### src/rtl/dmem_arb_pkg.sv
// dmem_arb_pkg
// Shared types and constants for the data-memory arbiter.
//   ArbStates        : arbiter FSM state (CPU priority / one-cycle forced DMA slot)
//   ArbOwner         : which requester owns the read that is in flight
//   STARVE_CNT_WIDTH : width of the saturating DMA starve counter
package dmem_arb_pkg;

  typedef enum logic {
    ARB_CPU       = 1'b0,
    ARB_DMA_FORCE = 1'b1
  } ArbStates;

  typedef enum logic {
    OWN_CPU = 1'b0,
    OWN_DMA = 1'b1
  } ArbOwner;

  localparam int unsigned STARVE_CNT_WIDTH = 4;

endpackage

### src/rtl/arb_starve_counter.sv
// arb_starve_counter
// Saturating count of consecutive cycles in which the DMA was denied.
// Ports:
//   clk, rst_n  : clock, asynchronous active-low reset
//   clr         : clear to zero (takes precedence over inc)
//   inc         : DMA denied this cycle; count up, saturating at all-ones
//   limit_next  : this increment brings the count up to LIMIT, so the
//                 following cycle must be a forced DMA slot
module arb_starve_counter
  import dmem_arb_pkg::*;
#(
  parameter int unsigned LIMIT = 4
) (
  input  logic clk,
  input  logic rst_n,
  input  logic clr,
  input  logic inc,
  output logic limit_next
);

  localparam logic [STARVE_CNT_WIDTH-1:0] CNT_MAX = '1;
  localparam logic [STARVE_CNT_WIDTH:0]   LIMIT_W = LIMIT[STARVE_CNT_WIDTH:0];

  logic [STARVE_CNT_WIDTH-1:0] count;

  always_ff @(posedge clk or negedge rst_n) begin
    if (!rst_n) begin
      count <= '0;
    end else if (clr) begin
      count <= '0;
    end else if (inc && (count != CNT_MAX)) begin
      count <= count + 1'b1;
    end
  end

  // Look one increment ahead so the forced slot lands on the cycle right
  // after the LIMIT-th denial instead of one cycle later.
  assign limit_next = inc && (({1'b0, count} + 1'b1) >= LIMIT_W);

endmodule

### src/rtl/data_mem_arbiter.sv
// data_mem_arbiter
// Shares the single-port, synchronous-read data memory between the CPU
// memory stage and a DMA/program-loader master. At most one access is granted
// per cycle; read data (one-cycle latency) is steered back to its issuer.
//
// Build option: DMEM_ARB_STARVE_EN
//   defined   : starve counter + one-cycle forced DMA slot after STARVE_LIMIT
//               consecutive denials (CPU stalls for that cycle)
//   undefined : strict CPU priority, oCpuStall tied to 0, STARVE_LIMIT unused
//
// Handshake: a CPU request is accepted in the cycle iCpuReq=1 and
// oCpuStall=0; a DMA request is accepted in the cycle iDmaReq=1 and
// oDmaGnt=1, and the DMA holds its request fields stable until then. Read
// returns are single-cycle pulses (no back-pressure): RValid is high the
// cycle after acceptance, with the data on RData.
//
// Ports:
//   iClk, iRst                          : clock, asynchronous active-low reset
//   iCpuReq/We/Addr/WData/ByteEn        : CPU access
//   oCpuStall, oCpuRData, oCpuRValid    : CPU stall and read return
//   iDmaReq/We/Addr/WData/ByteEn        : DMA access
//   oDmaGnt, oDmaRData, oDmaRValid      : DMA accept and read return
//   oMemEn/We/Addr/WData/ByteEn         : memory port, muxed from the winner
//   iMemRData                           : memory read data (cycle after read)
//   dbg_state                           : current arbiter FSM state
module data_mem_arbiter
  import dmem_arb_pkg::*;
#(
  parameter int unsigned ADDR_WIDTH   = 32,
  parameter int unsigned DATA_WIDTH   = 32,
  parameter int unsigned STARVE_LIMIT = 4
) (
  input  logic                    iClk,
  input  logic                    iRst,
  input  logic                    iCpuReq,
  input  logic                    iCpuWe,
  input  logic [ADDR_WIDTH-1:0]   iCpuAddr,
  input  logic [DATA_WIDTH-1:0]   iCpuWData,
  input  logic [DATA_WIDTH/8-1:0] iCpuByteEn,
  output logic                    oCpuStall,
  output logic [DATA_WIDTH-1:0]   oCpuRData,
  output logic                    oCpuRValid,
  input  logic                    iDmaReq,
  input  logic                    iDmaWe,
  input  logic [ADDR_WIDTH-1:0]   iDmaAddr,
  input  logic [DATA_WIDTH-1:0]   iDmaWData,
  input  logic [DATA_WIDTH/8-1:0] iDmaByteEn,
  output logic                    oDmaGnt,
  output logic [DATA_WIDTH-1:0]   oDmaRData,
  output logic                    oDmaRValid,
  output logic                    oMemEn,
  output logic                    oMemWe,
  output logic [ADDR_WIDTH-1:0]   oMemAddr,
  output logic [DATA_WIDTH-1:0]   oMemWData,
  output logic [DATA_WIDTH/8-1:0] oMemByteEn,
  input  logic [DATA_WIDTH-1:0]   iMemRData,
  output ArbStates                dbg_state
);

  if (STARVE_LIMIT < 1 || STARVE_LIMIT > 15) begin : g_bad_starve_limit
    $error("data_mem_arbiter: STARVE_LIMIT must be in 1..15");
  end

  logic    cpu_gnt;
  logic    dma_gnt;
  ArbOwner owner_q;
  logic    rd_pend_q;

`ifdef DMEM_ARB_STARVE_EN
  ArbStates state_q;
  ArbStates state_d;
  logic     starve_inc;
  logic     starve_clr;
  logic     force_hit;

  always_ff @(posedge iClk or negedge iRst) begin
    if (!iRst) begin
      state_q <= ARB_CPU;
    end else begin
      state_q <= state_d;
    end
  end

  // All grants are gated by iRst so nothing reaches the memory during reset.
  always_comb begin
    state_d    = ARB_CPU;
    cpu_gnt    = 1'b0;
    dma_gnt    = 1'b0;
    oCpuStall  = 1'b0;
    starve_inc = 1'b0;
    starve_clr = 1'b0;
    if (iRst) begin
      case (state_q)
        ARB_CPU: begin
          cpu_gnt    = iCpuReq;
          dma_gnt    = !iCpuReq && iDmaReq;
          starve_inc = iCpuReq && iDmaReq;
          starve_clr = !iDmaReq || dma_gnt;
          if (force_hit) begin
            state_d = ARB_DMA_FORCE;
          end
        end
        ARB_DMA_FORCE: begin
          // A withdrawn DMA request leaves this slot idle.
          dma_gnt    = iDmaReq;
          oCpuStall  = iCpuReq;
          starve_clr = 1'b1;
        end
        default: begin
          state_d = ARB_CPU;
        end
      endcase
    end
  end

  arb_starve_counter #(
    .LIMIT (STARVE_LIMIT)
  ) u_starve_counter (
    .clk        (iClk),
    .rst_n      (iRst),
    .clr        (starve_clr),
    .inc        (starve_inc),
    .limit_next (force_hit)
  );

  assign dbg_state = state_q;
`else
  assign cpu_gnt   = iRst && iCpuReq;
  assign dma_gnt   = iRst && !iCpuReq && iDmaReq;
  assign oCpuStall = 1'b0;
  assign dbg_state = ARB_CPU;
`endif

  assign oDmaGnt = dma_gnt;

  always_comb begin
    oMemEn     = cpu_gnt || dma_gnt;
    oMemWe     = 1'b0;
    oMemAddr   = '0;
    oMemWData  = '0;
    oMemByteEn = '0;
    if (cpu_gnt) begin
      oMemWe     = iCpuWe;
      oMemAddr   = iCpuAddr;
      oMemWData  = iCpuWData;
      oMemByteEn = iCpuByteEn;
    end else if (dma_gnt) begin
      oMemWe     = iDmaWe;
      oMemAddr   = iDmaAddr;
      oMemWData  = iDmaWData;
      oMemByteEn = iDmaByteEn;
    end
  end

  // Remember who issued the read in flight; the memory answers next cycle.
  always_ff @(posedge iClk or negedge iRst) begin
    if (!iRst) begin
      owner_q   <= OWN_CPU;
      rd_pend_q <= 1'b0;
    end else begin
      rd_pend_q <= oMemEn && !oMemWe;
      if (oMemEn) begin
        owner_q <= dma_gnt ? OWN_DMA : OWN_CPU;
      end
    end
  end

  assign oCpuRData  = iMemRData;
  assign oDmaRData  = iMemRData;
  assign oCpuRValid = rd_pend_q && (owner_q == OWN_CPU);
  assign oDmaRValid = rd_pend_q && (owner_q == OWN_DMA);

endmodule

### config.mk
export PLATFORM = sky130hd
export DESIGN_NAME = data_mem_arbiter
export DESIGN_NICKNAME = d
export VERILOG_FILES = /design/src/rtl/dmem_arb_pkg.sv /design/src/rtl/arb_starve_counter.sv /design/src/rtl/data_mem_arbiter.sv
export SDC_FILE = /design/constraint.sdc
export NUM_CORES = 1
export LEC_CHECK = 0
export ABC_AREA = 1
export CORE_AREA = 4 4 118 120
export CTS_BUF_LIST = sky130_fd_sc_hd__clkbuf_4
export DETAILED_ROUTE_END_ITERATION = 16
export DIE_AREA = 0 0 122 124
export HOLD_SLACK_MARGIN = 0.12
export PLACE_DENSITY = 0.56
export SYNTH_ARGS = -nofsm -noshare
export SYNTH_HDL_FRONTEND = slang
export SYNTH_SLANG_ARGS = --single-unit
### constraint.sdc
create_clock -name iClk -period 1.55 [get_ports iClk]
set_clock_uncertainty 0.1 [all_clocks]
set_input_delay 0.155 -clock iClk [delete_from_list [all_inputs] [get_ports iClk]]
set_output_delay 0.155 -clock iClk [all_outputs]
set_load 0.005 [all_outputs]
### Yosys cells after proc, flatten, opt, wreduce, memory -nomap -nowiden

Index checks and enable logic that the tools add are counted.

* register bits after elaboration: 2
* bits in latches: 0
* RAM bits: 0
* bits in read-only memories: 0
* output and inout bits: 139
* logic and storage cells: 21
* memories kept: 0

* add/subtract/negate cells: 0
* multiply operators: 0
* div/mod/pow operators: 0
* magnitude comparators: 0
* eq/ne operators: 0
* shifts and indexed selects: 0
* muxes and demuxes: 9
* bitwise logic cells: 1
* reductions and logical operators: 9

Operators by type and width (number)
* 2-to-1 mux 32 bit: 4
* 2-to-1 mux 4 bit: 2
* logical AND 1 bit: 6
* 2-to-1 mux 1 bit: 3
* logical NOT 1 bit: 2
* logical OR 1 bit: 1
* inverter 1 bit: 1

### Depth between registers and ports, before layout

Gate-level depths: netlist of the first run.

* depth in word-level cells: 7
* gate-level depth with buffers: 6

### Least setup slack after synthesis of the first run

Ideal clock, no wire load.

* path kind: input -> output
* start: in iDmaReq
* end: out oMemAddr[25]
* data arrival time: 672 ps
* required time: 1295 ps
* path slack: 623 ps
* cell stages on the path: 5
* cell sequence: nand2_1 nor2_4 buf_2 nand2_1 nand2_1

* word-level cells in the longest chain between the ends: 3

Ends and longest elaborated chain
* start, declared: line data_mem_arbiter.sv:43 `input logic iDmaReq,`
* logical AND 1 bit: line data_mem_arbiter.sv:129 `assign dma_gnt = iRst && !iCpuReq && iDmaReq;`
* named net oDmaGnt: line data_mem_arbiter.sv:48 `output logic oDmaGnt,`
* 2-to-1 mux 32 bit: line data_mem_arbiter.sv:147 `end else if (dma_gnt) begin`
* 2-to-1 mux 32 bit: line data_mem_arbiter.sv:142 `if (cpu_gnt) begin`
* end, declared: line data_mem_arbiter.sv:53 `output logic [ADDR_WIDTH-1:0] oMemAddr,`

The timed path passes the listed nets, and every way through them passes these cells.

### Worst setup path after layout of the first run

* start: in iRst
* end: out oDmaGnt

* word-level cells in the longest chain between the ends: 2

Ends and longest elaborated chain
* start, declared: line data_mem_arbiter.sv:34 `input logic iRst,`
* logical AND 1 bit (2 in a row): line data_mem_arbiter.sv:129
* end, declared: line data_mem_arbiter.sv:48

Every way passes these cells.

==> impl_metrics.ini, run 1 <==
[status]
status = finished clean

[routing]
viasPerCell = 3.61
routed.top_layer = met4
wl_mm = 8.79
routed-wl-met2_mm = 4.56
m1WireLength_mm = 3.11
ant_nets = 0
wl_per_cell_um = 13.5
met3_length_um = 972
vias = 2360
drtIter0Drc = 68
firstDrtPassIters = 4
route.detailed.drc = 0

[placed_design]
dp_hpwl_mm = 6.15
placed_area_um2 = 3370
port_buffers = 214
routabilityCongestion = 0.726
post-place-ws_ns = -0.572

[sta]
finalHoldViolations = 0
final-max-slew-violation-count = 0
setup_viol = 0
period_share_pct = 96.2
rsz0062_at_grt = false
clock.fmax_mhz = 671
min_period_ns = 1.49
layout_setup_ws_ns = 0.0589

[clock_tree]
clk_latency_ns = 0.22
cts_buffers = 3
cts_tree = done
cts.sinks = 2
clk_path_buf_depth = 2
root_buffer = clkbuf_4
htree_num_levels = 1
path_clk_slew_ns = 0.03

[setup_path]
crit_fanout = 5
ff2ff_path_depth = 2
r2r-start = owner_q
worst-r2r-setup-slack_ns = 0.77
arrival_ns = 1.24
worst_r2r_endpoint = owner_q
cp-end-kind = output pin
critical_path_class = in -> out
start_kind = input port
crit_end = oDmaGnt
startpoint = iRst
required_ns = 1.29

[synth]
yosysTopAreaCell = nand2_1
yosysMostFrequentCell = nand2_1
netlist_area_um2 = 1480
synth.distinct_cells = 12
ys_warn_count = 0
yosys-top-cells-count = 209 x nand2_1, 72 x buf_4, 7 x buf_2, 5 x inv_1, 3 x nor2_1
synth-edff-count = 0
synth_top_area_share_pct = 53.0
synth_cells = 304
ys_seq_area_share_pct = 3.38
synth.avg_cell_area_um2 = 4.87
synthTopCellsByArea = nand2_1 53%, buf_4 36%, dfrtp_1 3.4%
ys_async_sr_fraction_pct = 100
ys.flop_type = dfrtp_1
ys_ff_latch = 2

[pwr]
peakVddDrop_mv = 0.0958
p_leak_nw = 2.03
cellPowerDensity_nw_per_um2 = 272

[floorplan]
initial_core_util_pct = 11.4
die-width_um = 122
core_area_um2 = 13000
row_count = 42
ioPinCount = 313
die_area_um2 = 15100
die_y_um = 124

[grt]
grt_first_pass_wirelength_mm = 12.3
antenna_found_initial = 0
grt-ovfl-total = 0
grt_pass1_vias = 2387
grt_max_degree = 35
grt_usage_pct = 10.5

[cells_and_area]
fin_util_pct = 28.8
fin_area_um2 = 3730
drive_gt1_share_pct = 12.4
area_growth_pct = 152
diodes = 0
final_net_count = 653

[min_path]
hold_depth = 4
min-delay-start = iRst
min_path_type = in -> reg

[run]
drv_cap = 0
registers in the layout (all words and copies together) (netlist names):
| signal | flops |
|---|---|
| owner_q | 1 |
| rd_pend_q | 1 |
where the power goes:
group / leakage, nW / total, W / internal, W / switching (W)
Sequential: 0.0251 / 0.0000619 / 0.0000580 / 0.00000384
Combinational: 1.99 / 0.000838 / 0.000570 / 0.000268
Clock: 0.0138 / 0.000114 / 0.0000854 / 0.0000285
metrics by stage:
step / instances / hold slack [ns] / TNS, ns / power (W)
finish: 653 / 0.175 / 0 / 0.00101
global route: 653 / 0.187 / 0 / 0.00110
CTS: 650 / 0.187 / -0.0969 / 0.00103
detailed placement: 623 / 0.210 / -36.68 / 0.000867
global placement: 623 / 0.210 / -35.33 / 0.000861
floorplan: 305 / -0.241 / 0 / 0.000370
critical path, stage by stage:
cell and delay [ns]:
buf_8 0.10, nand2_4 0.06, nor2_4 0.04, buf_6 0.11, buf_8 0.12, buf_4 0.12
bufbuf_16 0.26, dlygate4sd2_1 0.26
metal layers:
metal  global-route usage (%)  up-vias
li1                         -     1181
met4                     2.59        0
met3                     4.18       18
met5                        0        -
met1                     10.4     1013
met2                     20.3      148
kinds of logic after synthesis:
logic type | share of synthesized area [%]
and+or+nand+nor | 54.9
buffers and inverters | 41.1
DFF | 3.38
AOI/OAI and AO/OA | 0.338
other | 0.253
how the worst min path moves through the flow:
stage | slack, ns | endpoint
2_1_floorplan | -0.24 | owner_q
3_3_place_gp | 0.21 | oCpuRData[7]
3_5_place_dp | 0.21 | oCpuRData[7]
4_1_cts | 0.19 | owner_q
5_1_grt | 0.19 | owner_q
6_report | 0.18 | owner_q
final cells by class:
cell class / count / area [um^2]
clock buffers: 3 / 22.5
fillers: 1454 / 9250
inverters: 6 / 27.5
multi-input cells: 217 / 838
flip-flops and latches: 2 / 50.0
well taps: 176 / 220
repair buffers: 249 / 2570
placed cells by master (no fill, tap or decap):
| cell | synthesis | routed |
|---|---|---|
| clkbuf_16 | 0 | 1 |
| buf_4 | 72 | 14 |
| dfrtp_1 | 2 | 2 |
| buf_6 | 1 | 7 |
| clkdlybuf4s15_2 | 0 | 2 |
| bufbuf_16 | 0 | 2 |
| conb_1 | 1 | 2 |
| clkbuf_4 | 0 | 3 |
| clkdlybuf4s15_1 | 0 | 5 |
| nand2_1 | 209 | 206 |
| nor2_1 | 3 | 3 |
| inv_1 | 5 | 5 |
| clkdlybuf4s50_1 | 0 | 138 |
| a21oi_1 | 1 | 1 |
| dlygate4sd2_1 | 0 | 50 |
| buf_16 | 0 | 7 |
| nor2_4 | 1 | 1 |
| dlygate4sd3_1 | 0 | 1 |
| dlymetal6s2s_1 | 0 | 4 |
| nand2_4 | 0 | 1 |
| clkinv_4 | 0 | 1 |
| nand2_2 | 0 | 2 |
| nand4_1 | 1 | 1 |
| clkbuf_2 | 0 | 2 |
| buf_12 | 0 | 3 |
| buf_8 | 0 | 2 |
| buf_2 | 7 | 11 |
repair_timing:
item,CTS,global route
gates resized for setup,145,11
gates cloned,8,1
endpoints found under the hold margin,2,0
pin swaps,2,2
hold buffers,1,0
setup buffers,16,3
endpoints found under the setup margin,71,14
No activity file was read; power rests on OpenSTA's default activity.
==> run 2, diff against run 1 <==
- CAP_MARGIN: unset -> 30
==> results of run 2 <==
Final layout, timing and power as in run 1 (identical DEF).
==> run 3, diff against run 2 <==
- ABC_CLOCK_PERIOD_IN_PS: unset -> 1550
==> results of run 3 <==
Final layout, timing and power as in run 1 (identical DEF).
